File: src/rtl/cat_cmd_pkg.sv
// ---------------------------------------------------------------------------
// cat_cmd_pkg
//   Shared definitions for the badge LED command decoder:
//   - FSM state encoding for the command parser;
//   - ASCII command byte constants;
//   - decode_chan(): maps a received byte to a channel index plus a legal bit.
// ---------------------------------------------------------------------------
package cat_cmd_pkg;

    typedef enum logic [1:0] {
        ST_IDLE    = 2'd0,
        ST_ARG_TOG = 2'd1,
        ST_ARG_BLK = 2'd2
    } cmd_state_e;

    localparam logic [7:0] CMD_ALL_SET = 8'h2A;  // '*'
    localparam logic [7:0] CMD_ALL_CLR = 8'h2D;  // '-'
    localparam logic [7:0] CMD_TOG     = 8'h7E;  // '~'
    localparam logic [7:0] CMD_BLK     = 8'h40;  // '@'
    localparam logic [7:0] CHR_UA      = 8'h41;  // 'A'
    localparam logic [7:0] CHR_LA      = 8'h61;  // 'a'
    localparam logic [7:0] CHR_CR      = 8'h0D;
    localparam logic [7:0] CHR_LF      = 8'h0A;

    // legal: byte is a letter whose index is below the channel count
    // upper: letter was upper case (clear command in IDLE)
    typedef struct packed {
        logic       legal;
        logic       upper;
        logic [4:0] idx;
    } chan_sel_t;

    function automatic chan_sel_t decode_chan(input logic [7:0] b, input int unsigned channels);
        chan_sel_t  s;
        logic [7:0] off_lo;
        logic [7:0] off_up;
        logic       is_lo;
        logic       is_up;
        // Bytes below the base wrap to large offsets, so one compare per case suffices.
        off_lo  = b - CHR_LA;
        off_up  = b - CHR_UA;
        is_lo   = (off_lo < 8'd26);
        is_up   = (off_up < 8'd26);
        s       = '0;
        s.upper = is_up;
        if (is_lo) begin
            s.idx   = off_lo[4:0];
            s.legal = ({24'd0, off_lo} < channels);
        end else if (is_up) begin
            s.idx   = off_up[4:0];
            s.legal = ({24'd0, off_up} < channels);
        end
        return s;
    endfunction

endpackage

File: src/rtl/cat_status_ctrl_if.sv
// ---------------------------------------------------------------------------
// cat_status_ctrl_if
//   Byte stream handshake from the UART receiver into the command decoder.
//   byte_in    : received byte
//   byte_valid : byte_in is valid this cycle (driven by master)
//   byte_ready : decoder accepts byte_in this cycle (driven by slave)
// ---------------------------------------------------------------------------
interface cat_status_ctrl_if;
    logic [7:0] byte_in;
    logic       byte_valid;
    logic       byte_ready;

    modport master (output byte_in, output byte_valid, input  byte_ready);
    modport slave  (input  byte_in, input  byte_valid, output byte_ready);
endinterface

File: src/rtl/tick_divider.sv
// ---------------------------------------------------------------------------
// tick_divider
//   Free-running counter 0..PERIOD-1; tick is high for one cycle at the
//   terminal count, so ticks arrive every PERIOD cycles.
//   clk, reset_n : clock, asynchronous active-low reset
//   tick         : terminal-count pulse
// ---------------------------------------------------------------------------
module tick_divider #(
    parameter int PERIOD = 2
) (
    input  logic clk,
    input  logic reset_n,
    output logic tick
);
    localparam int CNT_W = (PERIOD > 2) ? $clog2(PERIOD) : 1;
    localparam logic [CNT_W-1:0] CNT_LAST = CNT_W'(PERIOD - 1);

    logic [CNT_W-1:0] cnt_reg;

    always_ff @(posedge clk or negedge reset_n) begin
        if (!reset_n) begin
            cnt_reg <= '0;
        end else if (cnt_reg == CNT_LAST) begin
            cnt_reg <= '0;
        end else begin
            cnt_reg <= cnt_reg + CNT_W'(1);
        end
    end

    assign tick = (cnt_reg == CNT_LAST);
endmodule

File: src/rtl/cat_status_ctrl.sv
// ---------------------------------------------------------------------------
// cat_status_ctrl
//   UART command decoder and status register for the badge LED channels.
//   Letters set ('a'+i) or clear ('A'+i) channel i, '*' / '-' act on all
//   channels, '~' / '@' take a letter argument to toggle status / blink
//   enable. A missing argument times out after ARG_TIMEOUT cycles.
//   clk, reset_n : clock, asynchronous active-low reset
//   rx           : byte handshake (slave side)
//   status       : per-channel status bits
//   blink_en     : per-channel blink enables
//   led_out      : status gated by the blink phase
//   cmd_err      : one-cycle pulse per bad byte or argument timeout
//   cmd_count    : executed command count, wraps at 16 bits
// ---------------------------------------------------------------------------
module cat_status_ctrl
    import cat_cmd_pkg::*;
#(
    parameter int CHANNELS    = 8,
    parameter int CLK_FREQ    = 103_340_000,
    parameter int BLINK_HZ    = 2,
    parameter int ARG_TIMEOUT = CLK_FREQ / 100,
    parameter logic [CHANNELS-1:0] RESET_STATUS = {CHANNELS{1'b1}}
) (
    input  logic                clk,
    input  logic                reset_n,
    cat_status_ctrl_if.slave    rx,
    output logic [CHANNELS-1:0] status,
    output logic [CHANNELS-1:0] blink_en,
    output logic [CHANNELS-1:0] led_out,
    output logic                cmd_err,
    output logic [15:0]         cmd_count
);
    localparam int BLINK_PERIOD = (CLK_FREQ / (2 * BLINK_HZ) > 0) ? CLK_FREQ / (2 * BLINK_HZ) : 1;
    localparam int TMR_W        = (ARG_TIMEOUT > 2) ? $clog2(ARG_TIMEOUT) : 1;
    localparam logic [TMR_W-1:0] TMR_LAST = TMR_W'(ARG_TIMEOUT - 1);

    cmd_state_e          state_reg;
    logic [TMR_W-1:0]    timer_reg;
    logic [CHANNELS-1:0] status_reg;
    logic [CHANNELS-1:0] blink_en_reg;
    logic                err_reg;
    logic [15:0]         count_reg;
    logic                ready_reg;
    logic                phase_reg;
    logic                blink_tick;
    logic                accept;
    chan_sel_t           sel;
    logic [CHANNELS-1:0] chan_mask;

    assign accept = rx.byte_valid && ready_reg;
    assign sel    = decode_chan(rx.byte_in, CHANNELS);

    // One-hot mask of the addressed channel; all zero for an illegal index.
    generate
        for (genvar gi = 0; gi < CHANNELS; gi++) begin : g_mask
            assign chan_mask[gi] = sel.legal && (sel.idx == 5'(gi));
        end
    endgenerate

    always_ff @(posedge clk or negedge reset_n) begin
        if (!reset_n) begin
            state_reg    <= ST_IDLE;
            timer_reg    <= '0;
            status_reg   <= RESET_STATUS;
            blink_en_reg <= '0;
            err_reg      <= 1'b0;
            count_reg    <= '0;
            ready_reg    <= 1'b0;
        end else begin
            ready_reg <= 1'b1;
            err_reg   <= 1'b0;
            case (state_reg)
                ST_IDLE: begin
                    if (accept) begin
                        if (sel.legal) begin
                            if (sel.upper) status_reg <= status_reg & ~chan_mask;
                            else           status_reg <= status_reg | chan_mask;
                            count_reg <= count_reg + 16'd1;
                        end else begin
                            case (rx.byte_in)
                                CMD_ALL_SET: begin
                                    status_reg <= '1;
                                    count_reg  <= count_reg + 16'd1;
                                end
                                CMD_ALL_CLR: begin
                                    status_reg   <= '0;
                                    blink_en_reg <= '0;
                                    count_reg    <= count_reg + 16'd1;
                                end
                                CMD_TOG: begin
                                    state_reg <= ST_ARG_TOG;
                                    timer_reg <= '0;
                                end
                                CMD_BLK: begin
                                    state_reg <= ST_ARG_BLK;
                                    timer_reg <= '0;
                                end
                                CHR_CR, CHR_LF: ;
                                default: err_reg <= 1'b1;
                            endcase
                        end
                    end
                end
                ST_ARG_TOG, ST_ARG_BLK: begin
                    // An accepted argument takes priority over a coincident timeout.
                    if (accept) begin
                        state_reg <= ST_IDLE;
                        if (sel.legal) begin
                            if (state_reg == ST_ARG_TOG) status_reg   <= status_reg ^ chan_mask;
                            else                         blink_en_reg <= blink_en_reg ^ chan_mask;
                            count_reg <= count_reg + 16'd1;
                        end else begin
                            err_reg <= 1'b1;
                        end
                    end else if (timer_reg == TMR_LAST) begin
                        err_reg   <= 1'b1;
                        state_reg <= ST_IDLE;
                    end else begin
                        timer_reg <= timer_reg + TMR_W'(1);
                    end
                end
                default: state_reg <= ST_IDLE;
            endcase
        end
    end

    tick_divider #(
        .PERIOD (BLINK_PERIOD)
    ) u_blink_div (
        .clk     (clk),
        .reset_n (reset_n),
        .tick    (blink_tick)
    );

    // Blink phase runs regardless of the command parser.
    always_ff @(posedge clk or negedge reset_n) begin
        if (!reset_n)        phase_reg <= 1'b1;
        else if (blink_tick) phase_reg <= ~phase_reg;
    end

    generate
        for (genvar gi = 0; gi < CHANNELS; gi++) begin : g_led
            assign led_out[gi] = status_reg[gi] & (~blink_en_reg[gi] | phase_reg);
        end
    endgenerate

    assign rx.byte_ready = ready_reg;
    assign status        = status_reg;
    assign blink_en      = blink_en_reg;
    assign cmd_err       = err_reg;
    assign cmd_count     = count_reg;
endmodule
File: src/flat_wrapper.sv
// flat-port wrapper written by rule: the top's interface ports become plain ports
module cat_status_ctrl_flat import cat_cmd_pkg::*;
#(
    parameter int CHANNELS    = 8,
    parameter int CLK_FREQ    = 103_340_000,
    parameter int BLINK_HZ    = 2,
    parameter int ARG_TIMEOUT = CLK_FREQ / 100,
    parameter logic [CHANNELS-1:0] RESET_STATUS = {CHANNELS{1'b1}}
)
  (clk, reset_n, status, blink_en, led_out, cmd_err, cmd_count, rx_byte_in, rx_byte_valid, rx_byte_ready);
  cat_status_ctrl_if rx_i ();
  input  logic clk;
  input  logic reset_n;
  output logic [CHANNELS-1:0] status;
  output logic [CHANNELS-1:0] blink_en;
  output logic [CHANNELS-1:0] led_out;
  output logic cmd_err;
  output logic [15:0] cmd_count;
  input wire logic [$bits(rx_i.byte_in)-1:0] rx_byte_in;
  input wire logic [$bits(rx_i.byte_valid)-1:0] rx_byte_valid;
  output wire logic [$bits(rx_i.byte_ready)-1:0] rx_byte_ready;
  assign rx_i.byte_in = rx_byte_in;
  assign rx_i.byte_valid = rx_byte_valid;
  assign rx_byte_ready = rx_i.byte_ready;
  cat_status_ctrl #(.CHANNELS(CHANNELS), .CLK_FREQ(CLK_FREQ), .BLINK_HZ(BLINK_HZ), .ARG_TIMEOUT(ARG_TIMEOUT), .RESET_STATUS(RESET_STATUS)) u_core (.clk(clk), .reset_n(reset_n), .rx(rx_i), .status(status), .blink_en(blink_en), .led_out(led_out), .cmd_err(cmd_err), .cmd_count(cmd_count));
endmodule
File: config.mk
export PLATFORM = sky130hd
export DESIGN_NAME = cat_status_ctrl_flat
export DESIGN_NICKNAME = d
export VERILOG_FILES = /design/src/rtl/cat_cmd_pkg.sv /design/src/rtl/cat_status_ctrl_if.sv /design/src/rtl/tick_divider.sv /design/src/rtl/cat_status_ctrl.sv /design/src/flat_wrapper.sv
export SDC_FILE = /design/constraint.sdc
export NUM_CORES = 1
export LEC_CHECK = 0
export CAP_MARGIN = 5
export CORE_MARGIN = 4
export CORE_UTILIZATION = 45
export DETAILED_ROUTE_END_ITERATION = 8
export PLACE_DENSITY = 0.68
export SYNTH_ARGS = -nofsm -noshare
export SYNTH_HDL_FRONTEND = slang
export SYNTH_SLANG_ARGS = --single-unit
File: constraint.sdc
create_clock -name clk -period 2.09 [get_ports clk]
set_input_delay 0.209 -clock clk [delete_from_list [all_inputs] [get_ports clk]]
set_output_delay 0.209 -clock clk [all_outputs]
set_load 0.02 [all_outputs]
Yosys cells after proc, flatten, opt, wreduce, memory -nomap -nowiden

Cells that the tools add are included.

Add/sub/neg operators: 5
Reduce and logical (&&, ||, !) cells: 21
Equal/unequal tests: 31
Bitwise logic cells: 30
Mux-type cells: 45
Magnitude comparators: 4

Operator list:

| kind                                               | count |
|---|---|
| 2-to-1 mux 20 bit                                  | 5 |
| 2-to-1 mux 8 bit                                   | 12 |
| 2-to-1 mux 16 bit                                  | 5 |
| case mux 8 bit (2 select lines)                    | 3 |
| case mux 20 bit (2 select lines)                   | 1 |
| case mux 16 bit (2 select lines)                   | 1 |
| adder 25 x 1 -> 25 bit, second input constant      | 1 |
| == test 25 bit, second input constant              | 1 |
| 2-to-1 mux 25 bit                                  | 1 |
| adder 20 x 1 -> 20 bit, second input constant      | 1 |
| == test 20 bit, second input constant              | 1 |
| == test 5 x 3 -> 1 bit, second input constant      | 4 |
| adder 16 x 1 -> 16 bit, second input constant      | 1 |
| == test 8 x 4 -> 1 bit, second input constant      | 2 |
| == test 8 x 6 -> 1 bit, second input constant      | 2 |
| == test 8 x 7 -> 1 bit, second input constant      | 2 |
| < comparator 8 x 4 -> 1 bit, second input constant | 2 |
| < comparator 8 x 5 -> 1 bit, second input constant | 2 |
| subtractor 8 x 7 -> 8 bit, second input constant   | 2 |
| bitwise XOR 8 bit                                  | 2 |
| inequality test 2 bit, second input constant       | 6 |
| AND reduction 6 bit                                | 2 |
| == test 5 x 2 -> 1 bit, second input constant      | 2 |
| 2-to-1 mux 5 bit                                   | 2 |
| 27 further kinds                                   | 73 |

Input port bits: 11
Logic and storage cells: 145
Bits in registers: 82
Output and inout bits: 42

Logic depth before layout (Yosys ltp)

Depth in word-level cells: 12
Gate-level depth with buffers: 11
Mapped depth without buffers: 8

Cells and area by module

A second synthesis with hierarchy kept.

Cell total of the unflattened synthesis: 571
Area, all modules: 5063.6 sq um

Modules (own cells, without submodules):

| module          | area an instance (sq um) | seq. area each (sq um) | instances | cells an instance |
|---|---|---|---|---|
| cat_status_ctrl | 3741.1                   | 1437.6                 | 1         | 443 |
| tick_divider    | 1322.5                   | 625.6                  | 1         | 128 |

Worst setup path after synthesis

Ideal clock, no wire load.

Path kind: input -> register
Start point: input rx_byte_in[0]
End point: register with a tool-made name
Stages on the path: 10
Data required time: 1985 ps
Path slack: -566 ps
Library setup time: 105 ps
Data arrival time: 2551 ps
Buffers on the path: 2
Cells stage by stage: clkbuf_1 inv_1 ha_1 clkbuf_1 or4b_1 o21ai_0 o21bai_1 nand3_1 mux2_2 a222oi_1

RTL lines:

| element         | RTL line           | text |
|---|---|---|
| start, declared | flat_wrapper.sv:19 | `input wire logic [$bits(rx_i.byte_in)-1:0] rx_byte_in;` |

Worst setup path after layout

Start point: register u_core.timer_reg[0]
End point: register u_core.timer_reg[17]

Longest elaborated chain between the ends: 4
Elaborated cells on any way between the ends: 7
Those cells by class: add/sub (1); eq/ne (2); mux (3); reduce/logical (1)

Ends and longest elaborated chain:

| element                          | RTL line               | text |
|---|---|---|
| start, declared                  | cat_status_ctrl.sv:38  | `logic [TMR_W-1:0] timer_reg;` |
| start signal, assigned           | cat_status_ctrl.sv:119 | `timer_reg <= timer_reg + TMR_W'(1);` |
| adder 20 x 1 -> 20 bit           | cat_status_ctrl.sv:119 |  |
| 2-to-1 mux 20 bit                | cat_status_ctrl.sv:115 | `end else if (timer_reg == TMR_LAST) begin` |
| 2-to-1 mux 20 bit                | cat_status_ctrl.sv:106 | `if (accept) begin` |
| case mux 20 bit (2 select lines) | cat_status_ctrl.sv:72  | `case (state_reg)` |

Parallel ways exist; a longest one is shown, timed or not. The select of a mux whose other input is x is not followed.
A chain may end at the register's enable or synchronous reset.

==> qor.yml <==
io_buffers: 52
yosys_warnings: 0
antenna_left: 0
final_cells: 818
cts_htree_levels: 3
die_area_um2: 12500
drt-initial-drc-count: 269
die_x_um: 112
synth_area_um2: 4860
status: "finished, final reports clean"
drive_gt1_share_pct: 27.6
arrival_ns: 2.35
io-pin-count: 53
dpl.cell_count: 783
fmax_mhz: 485
via_per_inst: 5.69
dp_hpwl_mm: 9.33
ir_worst_vdd_mv: 0.601
synth_top_area_share_pct: 37.6
nets: 698
avgSynthCellArea_um2: 9.25
hold_violations: 0
power_w: 0.00541
grt_start_max_net_pins: 64
ys_seq_area_share_pct: 42.5
start_util_pct: 46.6
cts-buffers-inserted: 9
wire_per_inst_um: 16.2
clock_sinks: 82
ys_top_cells_by_area: "dfrtp_1 38%, dfstp_2 4.9%, xor2_1 4.1%"
synth_nets: 546
cp_max_fo: 7
antenna_found_initial: 0
min_period_ns: 2.06
cp-start-kind: "flip-flop"
rows: 37
grt_pass1_wl_mm: 22.1
skew_ns: 0.00718
largest_register_ffs: 25
drt_wl_total_mm: 13.2
reg2reg_slack_ns: 0.03
synth_edf_count: 0
required_ns: 2.38
synthDistinctLibCells: 67
drc: 0
grt_pass1_vias: 4694
fin_tns_setup_ns: 0
clock_tree.buffer_depth: 2
postSynthCellCount: 525
synth_seq_cells: 82
root_buffer: "clkbuf_8"
powerDensity_nw_per_um2: 800
syn2layout_area_growth_pct: 39.2
maxSlewViolCount: 0
rsz0062_at_grt: "yes"
globalplace.congestion: 0.842
n_antenna_cell: 0
critPathKind: "reg2reg"
die_y_um: 112
clock_latency_ns: 0.36
p_leak_nw: 2.84
hp-class: "in2async"
yosys.area.top_type: "dfrtp_1"
synth-async-reset-ratio_pct: 100
grt.overflow.total: 0
cp-end-kind: "flip-flop"
firstDrtPassIters: 5
maxCapViolCount: 0
path_clk_slew_ns: 0.09
cts_tree: "done"
grt_util_all_layers_pct: 21.1
vias: 4657
setup_violations: 0
core_area_um2: 10400
finalCritPeriodShare_pct: 98.7
synth_ff_type: "dfrtp_1"
-- through the flow --
stage                     worst slack [ns]  instance area, µm²  hold slack [ns]  utilization, %
after floorplan                     -0.361                4920          -0.0866               -
after global placement              -0.876                6170            0.107            59.2
after global routing               -0.0730                6760            0.268            64.9
after CTS                           0.0106                6500            0.260            62.4
final                               0.0281                6760            0.266            64.9
after detailed placement            -0.961                6170            0.109            59.2
-- cell usage in the layout (no fill, tap or decap), types with 8 or more instances in the layout --
cell             instances
buf_4                   96
nand2_1                 40
o31ai_1                  8
clkdlybuf4s50_1         37
dfrtp_1                 72
nand4_1                 17
nand3_1                 34
dlygate4sd2_1            9
inv_1                   19
and3_1                  12
xor2_1                  23
clkbuf_8                11
a21oi_1                 26
nor2_1                  34
xnor2_1                 15
o21ai_0                 29
or3_1                   18
buf_6                    8
o21ai_1                  8
dfstp_2                  9
-- critical path, stage by stage (launching register included) --
cell       delay (ns)
dfrtp_1          0.36
ha_2             0.20
nand2_2          0.08
nor4_4           0.32
a41oi_4          0.20
buf_4            0.20
o2111ai_4        0.29
buf_6            0.15
o21ai_0          0.06
a21oi_1          0.14
-- final timing paths --
path,start,endpoint,depth (start not counted)
max,u_core.timer_reg[0]$_DFFE_PN0P_,u_core.timer_reg[17]$_DFFE_PN0P_,9
min,reset_n,u_core.timer_reg[13]$_DFFE_PN0P_,2
max reg2reg,u_core.timer_reg[0]$_DFFE_PN0P_,u_core.timer_reg[17]$_DFFE_PN0P_,9
min reg2reg,u_core.cmd_count[15]$_DFFE_PN0P_,u_core.cmd_count[15]$_DFFE_PN0P_,1
max in group asynchronous,reset_n,asynchronous set/reset pin,3
min in group clk,rx_byte_in[2],u_core.state_reg[0]$_DFFE_PN0P_,5
-- cell usage after synthesis, types with 12 or more instances --
library cell	number
and3_1	12
o21ai_0	36
nand4_1	17
nand2_1	42
nand3_1	34
a21oi_1	27
nor2_1	36
xnor2_1	15
or3_1	18
dfrtp_1	73
inv_1	21
xor2_1	23
-- power breakdown --
group	internal [W]	leakage, nW	switching [W]
Clock	0.000616	0.0986	0.000594
Sequential	0.00177	1.07	0.000190
Combinational	0.00106	1.67	0.00117
-- kinds of logic after synthesis --
family                   Yosys count  share of synthesized area (%)
multiplexers                       5                           1.13
flip-flops                        82                           42.5
buffers and inverters             40                           3.40
XOR/XNOR                          38                           6.85
other                              1                         0.0772
adder cells (fa/ha/maj)           10                           2.58
AO/OA/AOI/OAI                    143                           20.7
AND/OR/NAND/NOR                  206                           22.8
-- what timing repair did --
action	CTS	global route
gates cloned	0	1
pin swaps	14	18
hold buffers	1	0
gates resized for setup	38	41
setup buffers	6	11
setup endpoints to repair	63	29
endpoints found under the hold margin	19	0
-- layer usage --
metal  GRT usage [%]  vias up  share of wire (%)
met2            35.0       93                 50
li1                -     2256                  -
met5               0        -                  0
met3            4.62       15                3.3
met1            28.0     2293                 45
met4            5.60        0                1.5
-- final cells by class --
| cell class | count | area (µm²) |
|---|---|---|
| clock buffers | 12 | 155 |
| clock inverters | 4 | 50.0 |
| fillers | 851 | 3650 |
| inverters | 23 | 100 |
| multi-input cells | 404 | 2870 |
| flip-flops and latches | 82 | 2060 |
| well taps | 136 | 170 |
| repair buffers | 157 | 1350 |
No activity file was read; power rests on OpenSTA's default activity.
